File: src/rtl/mac_pipe_pkg.sv
// mac_pkg: shared widths, op encodings and saturation constants for mac_pipe.
package mac_pkg;

  // Op code is {accum, sub}, captured with the operands at the input register.
  localparam logic [1:0] OP_LOAD     = 2'b00;
  localparam logic [1:0] OP_LOAD_NEG = 2'b01;
  localparam logic [1:0] OP_ADD      = 2'b10;
  localparam logic [1:0] OP_SUB      = 2'b11;

  function automatic int unsigned out_width(input int unsigned a_width,
                                            input int unsigned b_width,
                                            input int unsigned acc_guard);
    return a_width + b_width + acc_guard;
  endfunction

  // Largest representable accumulator value, as a bit pattern in the low ow bits.
  function automatic logic [63:0] sat_max(input int unsigned ow, input bit is_signed);
    return is_signed ? ((64'd1 << (ow - 1)) - 64'd1) : ((64'd1 << ow) - 64'd1);
  endfunction

  // Smallest representable accumulator value, as a bit pattern in the low ow bits.
  function automatic logic [63:0] sat_min(input int unsigned ow, input bit is_signed);
    return is_signed ? (64'd1 << (ow - 1)) : 64'd0;
  endfunction

endpackage

File: src/rtl/mac_pipe_if.sv
// mac_pipe_if: operand/control bundle into mac_pipe and the result bundle back out.
interface mac_pipe_if #(
  parameter int unsigned A_WIDTH = 16,
  parameter int unsigned B_WIDTH = 16,
  parameter int unsigned OW      = 32
) ();
  logic               ce;
  logic               in_valid;
  logic [A_WIDTH-1:0] a;
  logic [B_WIDTH-1:0] b;
  logic               accum;
  logic               sub;
  logic               out_valid;
  logic [OW-1:0]      o;
  logic               ovf;

  modport master (output ce, in_valid, a, b, accum, sub, input out_valid, o, ovf);
  modport slave  (input ce, in_valid, a, b, accum, sub, output out_valid, o, ovf);
endinterface

File: src/rtl/mac_mult_pipe.sv
// mac_mult_pipe: input register followed by MULT_STAGES product registers, with the
// valid bit and op code carried alongside. Every register holds while i_ce is low.
module mac_mult_pipe #(
  parameter int unsigned A_WIDTH     = 16,
  parameter int unsigned B_WIDTH     = 16,
  parameter bit          SIGNED      = 1'b0,
  parameter int unsigned MULT_STAGES = 2
) (
  input  logic                       clk,
  input  logic                       reset,
  input  logic                       i_ce,
  input  logic                       i_valid,
  input  logic [A_WIDTH-1:0]         i_a,
  input  logic [B_WIDTH-1:0]         i_b,
  input  logic [1:0]                 i_op,
  output logic                       o_valid,
  output logic [1:0]                 o_op,
  output logic [A_WIDTH+B_WIDTH-1:0] o_prod
);
  localparam int unsigned PW = A_WIDTH + B_WIDTH;

  logic               r_in_valid;
  logic [A_WIDTH-1:0] r_a;
  logic [B_WIDTH-1:0] r_b;
  logic [1:0]         r_in_op;
  logic               r_pv  [MULT_STAGES];
  logic [1:0]         r_pop [MULT_STAGES];
  logic [PW-1:0]      r_p   [MULT_STAGES];

  logic [PW-1:0] w_a_ext;
  logic [PW-1:0] w_b_ext;
  logic [PW-1:0] w_prod;

  // Low PW bits of the product of PW-extended operands equal the exact signed or
  // unsigned product, which always fits in PW bits.
  assign w_a_ext = SIGNED ? PW'($signed(r_a)) : PW'(r_a);
  assign w_b_ext = SIGNED ? PW'($signed(r_b)) : PW'(r_b);
  assign w_prod  = w_a_ext * w_b_ext;

  // Input capture and product shift chain, all gated by the pipeline enable.
  always_ff @(posedge clk or posedge reset) begin
    if (reset) begin
      r_in_valid <= 1'b0;
      r_a        <= '0;
      r_b        <= '0;
      r_in_op    <= '0;
      for (int i = 0; i < MULT_STAGES; i++) begin
        r_pv[i]  <= 1'b0;
        r_pop[i] <= '0;
        r_p[i]   <= '0;
      end
    end else if (i_ce) begin
      r_in_valid <= i_valid;
      r_a        <= i_a;
      r_b        <= i_b;
      r_in_op    <= i_op;
      r_pv[0]    <= r_in_valid;
      r_pop[0]   <= r_in_op;
      r_p[0]     <= w_prod;
      for (int i = 1; i < MULT_STAGES; i++) begin
        r_pv[i]  <= r_pv[i-1];
        r_pop[i] <= r_pop[i-1];
        r_p[i]   <= r_p[i-1];
      end
    end
  end

  assign o_valid = r_pv[MULT_STAGES-1];
  assign o_op    = r_pop[MULT_STAGES-1];
  assign o_prod  = r_p[MULT_STAGES-1];

endmodule

File: src/rtl/mac_pipe.sv
// mac_pipe: pipelined multiply-accumulate with per-entry load/add/sub control and a
// sticky overflow flag. Define MAC_PIPE_SATURATE_EN to clamp on accumulate overflow
// instead of wrapping modulo 2^OW.
module mac_pipe
  import mac_pkg::*;
#(
  parameter int unsigned A_WIDTH     = 16,
  parameter int unsigned B_WIDTH     = 16,
  parameter bit          SIGNED      = 1'b0,
  parameter int unsigned MULT_STAGES = 2,
  parameter int unsigned ACC_GUARD   = 0
) (
  input  logic      clk,
  input  logic      reset,
  mac_pipe_if.slave bus
);
  localparam int unsigned PW = A_WIDTH + B_WIDTH;
  localparam int unsigned OW = out_width(A_WIDTH, B_WIDTH, ACC_GUARD);

  logic          w_valid;
  logic [1:0]    w_op;
  logic [PW-1:0] w_prod;
  logic [OW-1:0] w_p_ext;
  logic [OW-1:0] w_res;
  logic [OW:0]   w_sum;
  logic          w_ovf_now;

  logic          r_out_valid;
  logic [OW-1:0] r_o;
  logic          r_ovf;

  mac_mult_pipe #(
    .A_WIDTH    (A_WIDTH),
    .B_WIDTH    (B_WIDTH),
    .SIGNED     (SIGNED),
    .MULT_STAGES(MULT_STAGES)
  ) u_mult (
    .clk    (clk),
    .reset  (reset),
    .i_ce   (bus.ce),
    .i_valid(bus.in_valid),
    .i_a    (bus.a),
    .i_b    (bus.b),
    .i_op   ({bus.accum, bus.sub}),
    .o_valid(w_valid),
    .o_op   (w_op),
    .o_prod (w_prod)
  );

  assign w_p_ext = SIGNED ? OW'($signed(w_prod)) : OW'(w_prod);

`ifdef MAC_PIPE_SATURATE_EN
  localparam logic [63:0]   SAT_MAX64 = sat_max(OW, SIGNED);
  localparam logic [63:0]   SAT_MIN64 = sat_min(OW, SIGNED);
  localparam logic [OW-1:0] SAT_MAX   = SAT_MAX64[OW-1:0];
  localparam logic [OW-1:0] SAT_MIN   = SAT_MIN64[OW-1:0];

  logic [OW-1:0] w_sat;
  // Signed overflow always runs away from the accumulator's own sign.
  assign w_sat = SIGNED ? (r_o[OW-1] ? SAT_MIN : SAT_MAX)
                        : ((w_op == OP_ADD) ? SAT_MAX : SAT_MIN);
`endif

  // Next accumulator value and this entry's overflow, decoded from the op code.
  always_comb begin
    w_sum     = '0;
    w_res     = w_p_ext;
    w_ovf_now = 1'b0;
    unique case (w_op)
      OP_LOAD:     w_res = w_p_ext;
      OP_LOAD_NEG: w_res = -w_p_ext;
      OP_ADD: begin
        w_sum     = {1'b0, r_o} + {1'b0, w_p_ext};
        w_res     = w_sum[OW-1:0];
        w_ovf_now = SIGNED ? ((r_o[OW-1] == w_p_ext[OW-1]) && (w_sum[OW-1] != r_o[OW-1]))
                           : w_sum[OW];
      end
      OP_SUB: begin
        w_sum     = {1'b0, r_o} - {1'b0, w_p_ext};
        w_res     = w_sum[OW-1:0];
        // Product never reaches the most negative OW value, so -p is always exact.
        w_ovf_now = SIGNED ? ((r_o[OW-1] != w_p_ext[OW-1]) && (w_sum[OW-1] != r_o[OW-1]))
                           : w_sum[OW];
      end
      default: ;
    endcase
`ifdef MAC_PIPE_SATURATE_EN
    if (w_ovf_now) begin
      w_res = w_sat;
    end
`endif
  end

  // Accumulator stage: only valid entries touch o/ovf; loads clear the sticky flag.
  always_ff @(posedge clk or posedge reset) begin
    if (reset) begin
      r_out_valid <= 1'b0;
      r_o         <= '0;
      r_ovf       <= 1'b0;
    end else if (bus.ce) begin
      r_out_valid <= w_valid;
      if (w_valid) begin
        r_o   <= w_res;
        r_ovf <= w_op[1] ? (r_ovf | w_ovf_now) : 1'b0;
      end
    end
  end

  assign bus.out_valid = r_out_valid;
  assign bus.o         = r_o;
  assign bus.ovf       = r_ovf;

endmodule
File: src/flat_wrapper.sv
// flat-port wrapper written by rule: the top's interface ports become plain ports
module mac_pipe_flat import mac_pkg::*;
#(
  parameter int unsigned A_WIDTH     = 16,
  parameter int unsigned B_WIDTH     = 16,
  parameter bit          SIGNED      = 1'b0,
  parameter int unsigned MULT_STAGES = 2,
  parameter int unsigned ACC_GUARD   = 0
)
  (clk, reset, bus_ce, bus_in_valid, bus_a, bus_b, bus_accum, bus_sub, bus_out_valid, bus_o, bus_ovf);
  mac_pipe_if #(.A_WIDTH(A_WIDTH), .B_WIDTH(B_WIDTH)) bus_i ();
  input  logic clk;
  input  logic reset;
  input wire logic [$bits(bus_i.ce)-1:0] bus_ce;
  input wire logic [$bits(bus_i.in_valid)-1:0] bus_in_valid;
  input wire logic [$bits(bus_i.a)-1:0] bus_a;
  input wire logic [$bits(bus_i.b)-1:0] bus_b;
  input wire logic [$bits(bus_i.accum)-1:0] bus_accum;
  input wire logic [$bits(bus_i.sub)-1:0] bus_sub;
  output wire logic [$bits(bus_i.out_valid)-1:0] bus_out_valid;
  output wire logic [$bits(bus_i.o)-1:0] bus_o;
  output wire logic [$bits(bus_i.ovf)-1:0] bus_ovf;
  assign bus_i.ce = bus_ce;
  assign bus_i.in_valid = bus_in_valid;
  assign bus_i.a = bus_a;
  assign bus_i.b = bus_b;
  assign bus_i.accum = bus_accum;
  assign bus_i.sub = bus_sub;
  assign bus_out_valid = bus_i.out_valid;
  assign bus_o = bus_i.o;
  assign bus_ovf = bus_i.ovf;
  mac_pipe #(.A_WIDTH(A_WIDTH), .B_WIDTH(B_WIDTH), .SIGNED(SIGNED), .MULT_STAGES(MULT_STAGES), .ACC_GUARD(ACC_GUARD)) u_core (.clk(clk), .reset(reset), .bus(bus_i));
endmodule
File: config.mk
export PLATFORM = sky130hd
export DESIGN_NAME = mac_pipe_flat
export DESIGN_NICKNAME = d
export VERILOG_FILES = /design/src/rtl/mac_pipe_pkg.sv /design/src/rtl/mac_pipe_if.sv /design/src/rtl/mac_mult_pipe.sv /design/src/rtl/mac_pipe.sv /design/src/flat_wrapper.sv
export SDC_FILE = /design/constraint.sdc
export NUM_CORES = 1
export LEC_CHECK = 0
export ABC_AREA = 0
export ABC_CLOCK_PERIOD_IN_PS = 16650
export CAP_MARGIN = 10
export CELL_PAD_IN_SITES_DETAIL_PLACEMENT = 1
export CELL_PAD_IN_SITES_GLOBAL_PLACEMENT = 1
export CORE_ASPECT_RATIO = 0.9
export CORE_UTILIZATION = 53
export CTS_BUF_LIST = sky130_fd_sc_hd__clkbuf_8 sky130_fd_sc_hd__clkbuf_16
export DETAILED_ROUTE_END_ITERATION = 16
export PLACE_DENSITY = 0.95
export SYNTH_ARGS = -nofsm -noshare
export SYNTH_HDL_FRONTEND = slang
export SYNTH_SLANG_ARGS = --single-unit
File: constraint.sdc
create_clock -name clk -period 16.65 [get_ports clk]
set_input_delay 3.33 -clock clk [delete_from_list [all_inputs] [get_ports clk]]
set_output_delay 3.33 -clock clk [all_outputs]
set_load 0.02 [all_outputs]
==> impl_results.md <==
* Routed wire length on met3 at 4850 µm
* Worst r2r src: u_core.u_mult.r_a[5]
* Critical path endpoint: u_core.u_mult.r_p[60]
* Minimum clock period at 7.26 ns
* Largest family of logic cells by synthesized area: adder cells
* Port-buffer cells at 71
* Max-cap violations at 0
* Largest net degree at the start of global routing at 89
* Global-route wire length before repair at 100000 µm
* Post-route insts no fill at 2456
* Synth Net Count at 2420
* Hold WC Path Type: reg -> reg
* Synth Flop Type: dfrtp_1
* Final worst-path setup slack at 9.39 ns
* Commonest cells post-synth: inv_1, nand2_1, fa_1
* Routed WL at between 60000 and 70000 µm
* Crit-path max FO at 17
* Final antenna-violating net count at 0
* Max Slew Vio Count at 0
* Run status: finished clean
* Clock Skew at ~0.015 ns
* Synth Area in Compound Gates at 14.7%
* Cells after DPL at 2424
* N_diodes at 0
* Filler cell count in the final layout at 3783
* Worst-Skew Late Latency at 0.48 ns
* # resized after CTS at 0
* RSZ-0062 raised after global routing: no
* Post-synth top area share at between 20 and 25%
* Area added between synthesis and finish at 8.39%
* Metal2 WL at ~30000 µm
* Routability cong. at ~0.96
* Post-synthesis async set-or-reset flop share at 100%
* Grt total ovfl at 0
* Clk sink count at about 140
* Initial antenna violation count at 1
* CORE AREA at 0.0330 mm²
* Via count at 15.9k
* Synth warn at 0
* Yosys cell types at 80
* CTS tree: done
* Slew Limit Headroom at between 10% and 20%
* DP Worst Slack at 9.67 ns
* GRT Util Overall at 38.6%
* Top sig layer: met5
* Final layout net count at 2424
* Synth area leader: fa_1
* Post-Synthesis Cells at 2017
* Seq cells post-synth at 139
* Post-synth EDFFs at 0
* # IOs at around 70
* Die ar. at about 0.034 mm²
* CTS H-tree lvls at 4
* Top achievable clock speed at approximately 0.14 GHz
* Total negative slack at 0 ns
* Req. time, crit path at ~17 ns
* Count leader, synth: inv_1
* Synth area leaders: fa_1, dfrtp_1, ha_1
* Number of post-CTS setup repair buffers at 0
* Nature of the critical path endpoint: flop
* Final routed DRC violation total at 0
* Clock-pin slew on the worst setup and hold paths at 0.07 ns
* Row cnt at 63
* Multi-input logic area at 0.0129 mm²
* Final setup viols at 0
* Clock Tree Buf Depth at 2
* Fin area at 0.0193 mm²
* Die X at 195 µm
* Worst Setup SP: u_core.u_mult.r_a[5]
* WL per Instance at 26.2 µm
* Simple-gate share of the synthesized area at 15.5%
* CTS Root Cell: clkbuf_16
* Arrival time worst endpoint at 7.63 ns
* Synthesized area per cell at 8.83 µm²
* R2R Path End: u_core.u_mult.r_p[60]
* Synth Area in Adders at 33.9%
* Critical path launch point type: flop
* Tcrit/Tclk final at 43.6%
* Starting density of the core at 53.9%
* Final Hold Fails at 0
* Slew @ Worst Pin at 1.26 ns
* Synthesized cell area at 0.0178 mm²
* Hold Crit Start: u_core.u_mult.r_p[36]
* HPWL Detailed at 47400 µm
* Reg area at 0.00348 mm²
* DRT iter0 DRCs at 1481
* Area after DPL at ~0.019 mm²
* Sequential area share after synthesis at 19.5%
* Layout cells sized above 1 at approximately 6.4%
* FF-to-FF setup slack at 9.39 ns
* CTS hold repair buffers at 0
* Chip height at between 150 and 200 µm
* Reg2Reg Depth at 23
* Mux contribution to synthesized area at 4.29%
* Vias in the first global route at 17.5k
* Drt first pass iters at 5
* DR vias/cell at 6.49
* WS Path Type: reg -> reg
* Wl on met1 at between 20000 and 30000 µm
* CTS Buf Count at 17
* XOR/XNOR Fraction of Synth Area at under 10%
[critical path, cell delays in order (launching register included)]
cell	delay, ns
dfrtp_1	0.72
and2_1	0.36
fa_1	0.50
inv_1	0.07
fa_1	0.47
inv_1	0.05
fa_1	0.50
inv_1	0.05
fa_1	0.53
inv_1	0.05
fa_1	0.48
inv_1	0.05
fa_1	0.50
inv_1	0.08
ha_1	0.42
o21ai_0	0.12
o21ai_0	0.25
o211ai_1	0.19
a31oi_1	0.44
a311oi_1	0.30
o31a_1	0.44
o21ai_1	0.18
xor2_1	0.11
mux2_2	0.27
[per-stage QoR]
step | util, % | hold WS (ns)
global placement | 56.7 | 0.464
global route | 58.5 | 0.516
floorplan | - | 0.446
detailed placement | 56.7 | 0.478
finish | 58.5 | 0.499
CTS | 58.5 | 0.499
[cell type report]
type,count,area share [%]
Tap cell,422,2.73
Inverter,295,5.76
Sequential cell,139,18.0
Clock inverter,15,0.771
Timing Repair Buffer,78,3.94
Multi-Input combinational cell,1490,66.6
Clock buffer,17,2.20
[flip-flops by register name (all words and copies together) (netlist names)]
name                      count
u_core.bus.out_valid          1
u_core.u_mult.r_pv            1
u_core.u_mult.o_valid         1
u_core.u_mult.r_in_valid      1
u_core.u_mult.r_p            32
u_core.u_mult.o_prod         32
u_core.bus.ovf                1
u_core.bus.o                 32
u_core.u_mult.r_b            16
u_core.u_mult.r_in_op         2
u_core.u_mult.r_pop           2
u_core.u_mult.o_op            2
u_core.u_mult.r_a            16
[layout by cell type, fill, tap and decap left out, types with 61 or more instances in the layout]
cell type | netlist | routed
a21oi_1 | 90 | 90
and2_1 | 108 | 108
clkdlybuf4s50_1 | 0 | 70
dfrtp_1 | 139 | 138
fa_1 | 196 | 196
ha_1 | 169 | 169
inv_1 | 294 | 293
mux2_2 | 61 | 61
nand2_1 | 260 | 260
nor2_1 | 76 | 76
o21ai_0 | 118 | 118
xnor2_1 | 70 | 70
[worst min-delay path by stage]
stage	to	cells after the start
2_1_floorplan	u_core.u_mult.o_prod[16]	2
3_3_place_gp	u_core.u_mult.o_op[0]	2
3_5_place_dp	u_core.u_mult.o_prod[4]	2
4_1_cts	u_core.u_mult.o_prod[4]	2
5_1_grt	u_core.u_mult.o_prod[16]	2
6_report	u_core.u_mult.o_prod[4]	2
[logic make-up (layout without fill, tap and decap cells)]
family | after synthesis | after routing
fa+ha+maj | 365 | 365
simple gates | 577 | 577
xor+xnor | 77 | 77
compound gates | 404 | 404
flops | 139 | 139
mux | 67 | 67
buf+inv | 388 | 405
[metal layers]
metal | vias to the layer above | track usage (%)
met3 | 274 | 7.72
met2 | 842 | 63.2
met5 | - | 0
met4 | 2 | 22.9
met1 | 8144 | 47.6
li1 | 6673 | -
Power is not shown: default switching activity piles up to over one toggle a cycle in this logic, so the estimate is an artifact.
